## config.mk

```make
export PLATFORM = sky130hd
export DESIGN_NAME = segment_cmd_scheduler
export DESIGN_NICKNAME = d
export VERILOG_FILES = /design/src/rtl/segment_cmd_scheduler.sv
export SDC_FILE = /design/constraint.sdc
export NUM_CORES = 1
export LEC_CHECK = 0
export ABC_AREA = 1
export BUFFER_PORTS_ARGS = -buffer_cell sky130_fd_sc_hd__buf_2
export CORE_MARGIN = 1
export CORE_UTILIZATION = 45
export DETAILED_ROUTE_END_ITERATION = 6
export PLACE_DENSITY = 0.63
export RECOVER_POWER = 25
export SLEW_MARGIN = 30
export SYNTH_ARGS = -nofsm -noshare
export SYNTH_HDL_FRONTEND = slang
export SYNTH_SLANG_ARGS = --single-unit
```

## constraint.sdc

```tcl
create_clock -name clk -period 4.76 [get_ports clk]
set_input_delay 1.428 -clock clk [delete_from_list [all_inputs] [get_ports clk]]
set_output_delay 1.428 -clock clk [all_outputs]
set_load 0.005 [all_outputs]
```

## src/rtl/segment_cmd_scheduler.sv

```systemverilog
// segment_cmd_scheduler: merges user and automatic commands into spaced single-cycle driver strobes
module segment_cmd_scheduler #(
  parameter int AUTO_PERIOD = 50_000_000,
  parameter int HOLDOFF     = 4,
  parameter int FIFO_DEPTH  = 4,
  parameter int CNT_W       = 26
) (
  input  logic                          clk,
  input  logic                          sync_reset,
  input  logic                          auto_en,
  input  logic                          usr_next,
  input  logic                          usr_mode,
  output logic                          next_segment_re,
  output logic                          change_mode_re,
  output logic                          busy,
  output logic                          overflow,
  output logic [$clog2(FIFO_DEPTH):0]   fifo_level
);
  localparam int AW = $clog2(FIFO_DEPTH);
  localparam int HW = $clog2(HOLDOFF + 1);
  typedef enum logic [1:0] {IDLE, ISSUE, HOLD} state_t;
  state_t state, state_n;
  logic [FIFO_DEPTH-1:0] mem;
  logic [AW-1:0] rd_ptr, wr_ptr;
  logic [AW:0] count_n;
  logic [AW+1:0] free;
  logic [HW-1:0] hcnt;
  logic [CNT_W-1:0] timer;
  logic [1:0] nwr;
  logic pop, head, tick, wm, wn, wa;
  // Queue admission (MODE before NEXT, pop frees a slot first) and FSM next state
  always_comb begin
    pop = state == IDLE && fifo_level != '0;
    head = mem[rd_ptr];
    free = (AW+2)'(FIFO_DEPTH) - (AW+2)'(fifo_level) + (AW+2)'(pop);
    tick = auto_en && timer == CNT_W'(AUTO_PERIOD - 1);
    wm = usr_mode && free != '0;
    wn = usr_next && free > (AW+2)'(wm);
    wa = tick && fifo_level == '0 && !usr_mode && !usr_next;
    nwr = 2'(wm) + 2'(wn) + 2'(wa);
    count_n = fifo_level + (AW+1)'(nwr) - (AW+1)'(pop);
    state_n = state == IDLE  ? (pop ? ISSUE : IDLE) :
              state == ISSUE ? HOLD :
              hcnt == HW'(HOLDOFF - 1) ? IDLE : HOLD;
  end
  // State, pointers, timer and registered outputs
  always_ff @(posedge clk) begin
    if (sync_reset) begin
      state <= IDLE;
      rd_ptr <= '0;
      wr_ptr <= '0;
      fifo_level <= '0;
      hcnt <= '0;
      timer <= '0;
      next_segment_re <= 1'b0;
      change_mode_re <= 1'b0;
      busy <= 1'b0;
      overflow <= 1'b0;
    end else begin
      state <= state_n;
      rd_ptr <= rd_ptr + AW'(pop);
      wr_ptr <= wr_ptr + AW'(nwr);
      fifo_level <= count_n;
      hcnt <= state == HOLD ? hcnt + 1'b1 : '0;
      timer <= (!auto_en || usr_next || usr_mode || tick) ? '0 : timer + 1'b1;
      next_segment_re <= pop && !head;
      change_mode_re <= pop && head;
      busy <= state_n != IDLE || count_n != '0;
      overflow <= overflow || (usr_mode && !wm) || (usr_next && !wn);
    end
  end
  // Queue storage: the first write of a cycle is MODE when present, any second write is NEXT
  always_ff @(posedge clk) begin
    if (nwr != 2'd0) mem[wr_ptr] <= wm;
    if (nwr == 2'd2) mem[wr_ptr + AW'(1)] <= 1'b0;
  end
endmodule

```

Word-level counts from Yosys, hierarchy flattened. Cells that the tools add are included.

Add/subtract/negate cells: 11. Muxes and demuxes: 13. Bitwise gates (word level): 3. Magnitude comparators: 6. Eq/ne operators: 5. Reductions and logical operators: 34.

Operators by type and width (count): 26-bit by 1-bit adder with 26-bit output (second input constant) (1); 26-bit equality test (second input constant) (1); 1-bit logical AND (13); 2-bit by 3-bit < comparator with 1-bit output (second input constant) (3); 4-bit two-way mux (2); 1-bit zero test (6); 1-bit logical OR (6); 2-bit two-way mux (3); 3-bit nonzero test (2); 2-bit by 1-bit adder with 2-bit output (2); 4-bit by 1-bit adder with 4-bit output (1); 4-bit bitwise AND (1); 4-bit bitwise mux (1); 1-bit demux with 2-bit select (2); 2-bit equality test (second input constant) (2); 2-bit by 1-bit >= comparator with 1-bit output (second input constant) (2); 4-bit by 1-bit greater-than comparator with 1-bit output (1); 1-bit two-way mux (4); 4-bit NOT (1); 2-bit nonzero test (2); 4-bit nonzero test (1); 2-bit OR reduction (2); 3-bit by 3-bit subtractor with 4-bit output (first input constant) (1); 3-bit by 1-bit adder with 3-bit output (second input constant) (1); other kinds (11) (11).

Bits in registers: 46. Output and inout bits: 7. Word-level logic and storage cells: 83. Input port bits: 5.

Longest topological paths before layout. Gate-level depths: netlist (run 1).

Word-level depth: 13. Gate-level depth with buffers: 23. Gate-level depth less buffers: 23.

Worst setup path after synthesis (run 1). Ideal clock, no wire load.

Kind: flip-flop to flip-flop. From: reg fifo_level[2]. To: reg busy. Cell stages (with the launch flop): 23. Library setup time: 132 ps. Clock period less this slack: 4074 ps. Setup slack: 686 ps. Path buffers: 0. Arrival: 3942 ps. Required time: 4628 ps. Cell sequence: dfxtp_1 -> inv_1 -> nand2_1 -> nand3_1 -> ha_1 -> inv_1 -> ha_1 -> a21oi_1 -> nand3_1 -> nand2_1 -> inv_1 -> ha_1 -> or2_2 -> nand3_1 -> nand2_1 -> fa_1 -> xor2_1 -> ha_1 -> inv_1 -> fa_1 -> nand3_1 -> nor2_1 -> a21oi_1.

Word-level cells in the longest chain between the ends: 13. Elaborated cells between the ends (all ways): 21. Classes of those cells: 6 x add/sub; 1 x order compare; 2 x mux; 12 x reduce/logical.

Ends and longest elaborated chain: start, declared (line 17) `output logic [$clog2(FIFO_DEPTH):0] fifo_level`; start signal, assigned (line 63) `fifo_level <= count_n;`; parallel branches: the longest is 12 deep, another holds 3-bit by 3-bit subtractor with 4-bit output; 1-bit logical OR * (line 68) `busy <= state_n != IDLE || count_n != '0;`; end signal, assigned (line 57) `busy <= 1'b0;`; end signal, assigned (line 68); end, declared (line 15) `output logic busy,`.

Every way passes the cells marked *. A chain may end at the register's enable or synchronous reset.

Worst setup path after layout (run 1). Ends and elaborated chain as after synthesis.

==> results of run 1 <==
-- power groups by stage --
stage | registers, mW | clock network (mW) | logic [mW]
3_5_place_dp | 0.501 | 0 | 0.491
4_1_cts | 0.493 | 0.254 | 0.495
2_1_floorplan | 0.496 | 0 | 0.381
5_1_grt | 0.503 | 0.268 | 0.569
3_3_place_gp | 0.501 | 0 | 0.483
6_report | 0.494 | 0.246 | 0.492
-- state kept, by name, indices dropped and copies added, names as in the netlist --
register / flops
busy: 1
change_mode_re: 1
fifo_level: 3
hcnt: 3
mem: 4
next_segment_re: 1
overflow: 1
rd_ptr: 2
state: 2
timer: 26
wr_ptr: 2
-- what timing repair did --
| item | in CTS | in global routing |
|---|---|---|
| gates resized for setup | 0 | 1 |
| endpoints found under the setup margin | 0 | 1 |
| hold buffers | 0 | 0 |
-- per-layer routing --
layer	up-vias	GRT usage (%)
li1	1103	-
met1	906	23.37
met2	20	32.84
met3	6	4.497
met4	0	6.173
met5	-	0
-- cells by family after synthesis --
kind of cell | synth area share (%)
xor gates and xnor gates | 6.471
AOI/OAI and AO/OA | 4.725
DFF | 37.80
buffers and inverters | 8.218
and+or+nand+nor | 36.52
adders and majority gates | 6.266
-- cell usage after synthesis (all sizes together) --
cell type	n
nand2	83
nor2	83
dfxtp	46
inv	44
nand3	25
a21oi	11
xor2	11
ha	9
xnor2	7
nor3	5
nand4	4
o21ai	4
o22ai	4
or2	3
buf	2
fa	2
o21bai	2
clkbuf	1
nand3b	1
-- layout make-up --
type | count | area (um^2) | area share [%]
clock buffers | 7 | 86.33 | 3.278
clock inverters | 1 | 5.005 | 0.1900
inverters | 44 | 165.2 | 6.271
multi-input cells | 254 | 1318 | 50.02
flip-flops and latches | 46 | 920.9 | 34.96
well taps | 70 | 87.58 | 3.325
repair buffers | 11 | 51.30 | 1.948
-- through the flow --
stage	power (mW)	setup WS (ps)	instances	hold slack [ps]
final	1.231	409.7	433	421.1
after global routing	1.340	33.43	433	457.3
after CTS	1.242	359.5	433	431.0
after detailed placement	0.9917	384.4	425	418.2
after global placement	0.9848	449.5	425	410.0
after floorplan	0.8776	685.6	347	399.2
-- worst paths after layout --
kind	from	to	slack, ps	cells after the start
min reg2reg	hcnt[0]	hcnt[0]	420	1
max	fifo_level[2]	busy	410	22
min	hcnt[0]	hcnt[0]	420	1
max reg2reg	fifo_level[2]	busy	410	22
-- worst max-delay path, delay by kind of cell (launching register included) --
| kind | cells | cell delay (ps) |
|---|---|---|
| buffers and inverters | 4 | 250 |
| AOI/OAI and AO/OA | 2 | 280 |
| and+or+nand+nor | 9 | 1210 |
| DFF | 1 | 380 |
| xor gates and xnor gates | 1 | 170 |
| adders and majority gates | 6 | 1940 |
==> flow_results.org, run 1 <==
** Status
- Status :: finished, final reports clean

** Timing
- On the final layout, the worst clock skew is between 7 and 8 ps.
- Setup repair after global routing left no endpoint under its margin.
- Number of max-slew violations in the final report :: 0
- Actual transition at the worst max-transition pin :: 538.3 ps
- Based on the critical path, the design can be clocked at up to 229.9 MHz.
- Final TNS setup :: 0 ps
- Measured against its own limit, the worst slew margin works out to ~64%.
- Of the available clock period, the critical path in the final layout requires 91.39%.
- After layout, the minimum clock period comes to 4350 ps.
- Final Hold Viols :: 0
- Setup violations remaining at the end of the flow were counted as 0.

** GRT
- The number of global-route vias before repair was around 1900.
- Antenna violations before repair :: 0
- The total overflow left after global routing is 0.
- First-pass GRT wire length :: 8.190 mm
- Entering global routing, the biggest net connects 27 pins.
- Total routing usage reported by global routing :: 19.02%

** Clock network
- For this design, the sink count on the clock tree is between 40 and 50.
- Clock-pin slew was measured on the worst setup and hold paths at about 80 ps.
- Largest buffer count on any clock path :: 2
- TritonCTS built the clock tree.
- The cell sitting at the root of the clock tree is a clkbuf_8.
- The clock reaches the later pin of the worst-skew pair after roughly 300 ps.
- Number of buffers created by CTS :: 5
- Number of buffers added for setup after CTS :: 0
- CTS built an H-tree with a depth of 2.

** Setup path
- STA puts the critical path data required time at between 4000 and 5000 ps.
- Critical path cell sequence :: inv_1, nand2_1, nand3_1, ha_1, inv_1, ha_1, a21oi_1, nand3_1, nand2_2, inv_1, ha_1, or2_2, nand3_1, nand2_1, fa_1, xor2_1, ha_1, inv_1, fa_1, nand3_1, nor2_1, a21oi_1
- Critical Path Source Type :: flip-flop
- Of all nets on the critical path, the largest fanout is 6.
- Stage delay of the slowest cell on the critical path :: 560 ps
- The slowest stage of the critical path is the fa_1 cell.
- Worst Path Arrival :: about 4500 ps
- The worst setup path is captured at a flip-flop.
- The worst setup path is of the flip-flop to flip-flop kind.

** Logic synthesis
- Counting distinct cell types in the post-synthesis netlist gives 25.
- Syn Nets :: roughly 360
- A synthesized cell averages 7.020 um^2.
- The cell count after synthesis came out at roughly 350.
- Summing every instance area after synthesis gives 0.002436 mm^2.
- Leading cell types by total area after synthesis :: dfxtp_1 (38%), nand2_1 (12%), nor2_1 (11%), inv_1 (6.8%), nand3_1 (5.1%)
- Seq/Total Area, Yosys :: between 30% and 40%
- Number of synthesized register bits :: 46
- Warning count from the yosys run :: 0
- Cell type with the largest total area after synthesis :: dfxtp_1
- Synth top area share :: 37.80%

** Die
- Core outline area :: between 0.005 and 0.006 mm^2
- Die Span Y :: 75.58 um
- Die span in x :: 75.58 um
- Top-level port count :: 12
- Once the floorplan was initialized, standard cells occupied 47.10% of the core.
- The die covers 0.005712 mm^2.
- Standard-cell rows :: 26

** Layout
- Layout Cell Area excl Fill :: 0.002634 mm^2
- Cells fill between 50% and 60% of the core in the end.
- Top library cells by usage in the layout, fill and taps aside :: nand2_1 (78), nor2_1 (69), dfxtp_1 (46)
- Counting the fill cells in the layout gives 529.
- Leaving out fill and tap cells, the most frequent cell in the layout is nand2_1.
- In the final layout, the share of cells above drive strength 1 is 9.917%.
- Relative to the synthesized area, the layout overhead comes to 8.115%.
- Final #Nets :: 378
- The number of antenna diodes in the final layout is 0.

** Placement
- Buffers added on ports :: 11
- Once placement finished, the instance area stood at approximately 0.0025 mm^2.
- Detailed placement ended at an HPWL of 3.595 mm.
- Placer congestion estimate :: between 0.8 and 0.9

** Detailed routing
- After the first detailed-routing iteration, the DRC count stood at 95.
- The detailed router used layers up to and including met4.
- In the final routed layout, each cell accounts on average for 10.77 um.
- Final antenna-violating net count :: 0
- Vias :: about 2000
- Using the TritonRoute via totals, the vias-per-cell ratio works out to roughly 4.7.
- Total routed wirelength :: 4.662 mm
- After detailed routing, the wire length on met1 is 2.263 mm.
- The pre-antenna-repair detailed-routing pass consisted of 4 iterations.
- Met2 wire length :: 2.230 mm
- In the routed design, unresolved DRC markers number 0.
- Wire segments on met3 add up to about 110 um in the final route.

** Worst hold path
- Hold Path Class :: flip-flop to flip-flop

** Power and ir drop
- Summed over all nets, the switching power comes to 461.1 uW.
- Fraction of power consumed by the clock network :: 19.9%
- Peak supply drop :: 376.4 uV
- In this run the static leakage power is 1.011 nW.
- Cell internal power was estimated by the tool at around 770 uW.
- Share of power burned in combinational logic :: 40.0%
- In this run the power density over the cells is 467.4 mW/mm^2.
- The share of total power dissipated in sequential elements is approximately two fifths.
- Fraction of power spent switching nets :: 37.46%

** Job
- Max-cap violations in this run came to 0.
(Power assumes the default switching activity.)
==> inputs of run 2 (changes only) <==
- RECOVER_POWER: 25 -> default
==> run 2 against run 1 <==
Cell count stayed put. Utilization up 0.073 points. Sequential power barely moved. Sequential share of layout area is essentially flat. Worst hold slack hardly changed. Clock skew is essentially flat. Fmax up 0.45%. Critical path depth stayed put. Routed wire length shrank 0.19%. Non-clock buffer count unchanged.
==> flow_results.org, run 2 (synthesis results as in run 1) <==
** Layout
- Flip-flop count of the largest register, all copies and words added :: 26
- In the final design database the tool counted 378 nets.
- Relative area change from synthesis to final layout :: 8.269%
- Share of post-route cells with drive strength above 1 :: 10.74%
- Leading cell type in the layout, fill and taps excluded :: nand2_1
- ANT cells :: 0
- More flip-flops sit in one register than any other, and that register is timer.
- Leaving out fill and tap cells, the most frequent cells in the layout are nand2_1 (78), nor2_1 (69), dfxtp_1 (46).
- The largest registers in the layout are timer: 26 flops, mem: 4 flops.

** Status
- Status :: finished, final reports clean

** Placement
- Buffers added on ports :: 11
- OpenSTA, run right after detailed placement, puts the worst setup slack at about 380 ps.
- HPWL Detailed :: 3.595 mm
- Placer congestion estimate :: 0.8252

** Clock network
- The H-tree was split into 2 levels.
- Buffers inserted during clock tree synthesis total 5.
- TritonCTS built the clock tree.
- CTS sink count :: 46
- Clock-pin slew was measured on the worst setup and hold paths at roughly 80 ps.
- Clock latency on the worst-skew pair, taken at its later pin, is 300 ps.
- Count of hold-fix buffers inserted at cts :: 0
- Clock root cell :: clkbuf_8
- Number of buffers added for setup after CTS :: 0
- Largest buffer count on any clock path :: 2

** Job
- The tool flagged a number of max-cap violations equal to 0.

** Worst hold path
- The worst hold path belongs to the class flip-flop to flip-flop.

** Detailed routing
- Number of DRC violations after detailed-routing iteration 0 :: 95
- Using the TritonRoute via totals, the vias-per-cell ratio works out to approximately 4.7.
- Average routed wire per standard cell :: around 11 um
- DRC violation count after routing :: 0
- After detailed routing, the total wire length is 4.653 mm.
- The count of nets left with antenna violations once routing finished came out at 0.
- Drt first pass iters :: 4
- Across all layers, the routed design uses 2035 vias.

** Die
- Core outline area :: 0.005172 mm^2
- Standard-cell rows :: 26
- Die Span Y :: 75.58 um
- Effective utilization at floorplan :: between 40% and 50%
- Die span in x :: 75.58 um
- The die covers 0.005712 mm^2.
- Top-level port count :: 12

** Timing
- Unrepaired setup endpoints after global routing :: false
- Final-report setup violation count :: 0
- Actual transition at the worst max-transition pin :: 356.4 ps
- The smallest clock period supported by the final layout is computed as 4331 ps.
- Final worst-path cycle share :: 90.98%
- Final Hold Viols :: 0
- Static timing analysis puts the maximum clock frequency at roughly 230 MHz.
- The clock arrives with 7.174 ps of skew.
- Setup slack closes at 429.3 ps.
- For the final routed database, the setup TNS stands at 0 ps.
- The number of max-slew violations in the final report was 0.
- Tightest slew margin relative to the limit :: 76.06%

** Setup path
- Crit Path Max Fanout :: 6
- Critical Path Source Type :: flip-flop
- Worst setup path class :: flip-flop to flip-flop
- At the worst endpoint, the required time is just under 5000 ps.
- Data on the critical path arrives at its endpoint at 4510 ps.
- Setup crit end kind :: flip-flop

** GRT
- Total routing usage reported by global routing :: 19.02%
- For this run the aggregate overflow at the end of global routing stands at 0.
- The number of antenna violations at the first check in global routing came to 0.
- The first global-routing pass estimated 8.190 mm of wire.
- Vias in the first global route :: 1924
- Entering global routing, the biggest net connects 27 pins.

** Power and ir drop
- Static Leakage :: 1.022 nW
- Peak supply drop :: roughly 380 uV
- For this design the ratio of total power to cell area is 467.3 mW/mm^2.
[run 2: layout make-up]
| type | count | area, um^2 |
|---|---|---|
| Fill cell | 526 | 2535 |
| Multi-Input combinational cell | 254 | 1318 |
| Sequential cell | 46 | 920.9 |
| Inverter | 44 | 165.2 |
| Tap cell | 70 | 87.58 |
| Clock buffer | 7 | 86.33 |
| Timing Repair Buffer | 11 | 55.05 |
| Clock inverter | 1 | 5.005 |
[run 2: routing by layer]
metal	vias to the layer above	share of wire, %	track usage, %
li1	1103	-	-
met1	906	48	23.37
met2	20	48	32.84
met3	6	2.3	4.497
met4	0	1.3	6.173
met5	-	0	0
[run 2: timing repair]
action	in CTS	in global routing
resized for setup	0	1
setup endpoints to repair	0	1
hold endpoints to repair	0	0
[run 2: worst max-delay path: stages (launching register included)]
cell and delay (ps):
dfxtp_1 380, inv_1 70, nand2_1 100, nand3_1 190, ha_1 240, inv_1 80, ha_1 220, a21oi_1 220
nand3_1 130, nand2_2 140, inv_1 60, ha_1 260, or2_2 290, nand3_1 100, nand2_1 70, fa_1 560
xor2_1 170, ha_1 160, inv_1 40, fa_1 500, nand3_1 80, nor2_1 110, a21oi_1 60
[run 2: worst paths after layout]
| path | cells after the start | slack [ps] | endpoint | from |
|---|---|---|---|---|
| setup / recovery | 22 | 430 | busy | fifo_level[2] |
| hold / removal | 1 | 420 | hcnt[0] | hcnt[0] |
| setup reg to reg | 22 | 430 | busy | fifo_level[2] |
| hold reg to reg | 1 | 420 | hcnt[0] | hcnt[0] |
[run 2: stage by stage]
step	total power, mW	hold slack (ps)	util (%)	cell area [um^2]	instances
6_report	1.232	421.1	50.99	2638	433
5_1_grt	1.342	457.3	50.99	2638	433
4_1_cts	1.242	431.0	50.94	2635	433
3_5_place_dp	0.9917	418.2	49.18	2544	425
3_3_place_gp	0.9848	410.0	49.18	2544	425
2_1_floorplan	0.8776	399.2	-	2436	347
[run 2: report_power, final]
part | total, mW | internal [mW] | switching [mW]
logic | 0.494 | 0.203 | 0.291
registers | 0.493 | 0.452 | 0.0414
clock network | 0.245 | 0.117 | 0.128
total | 1.23 | 0.772 | 0.461
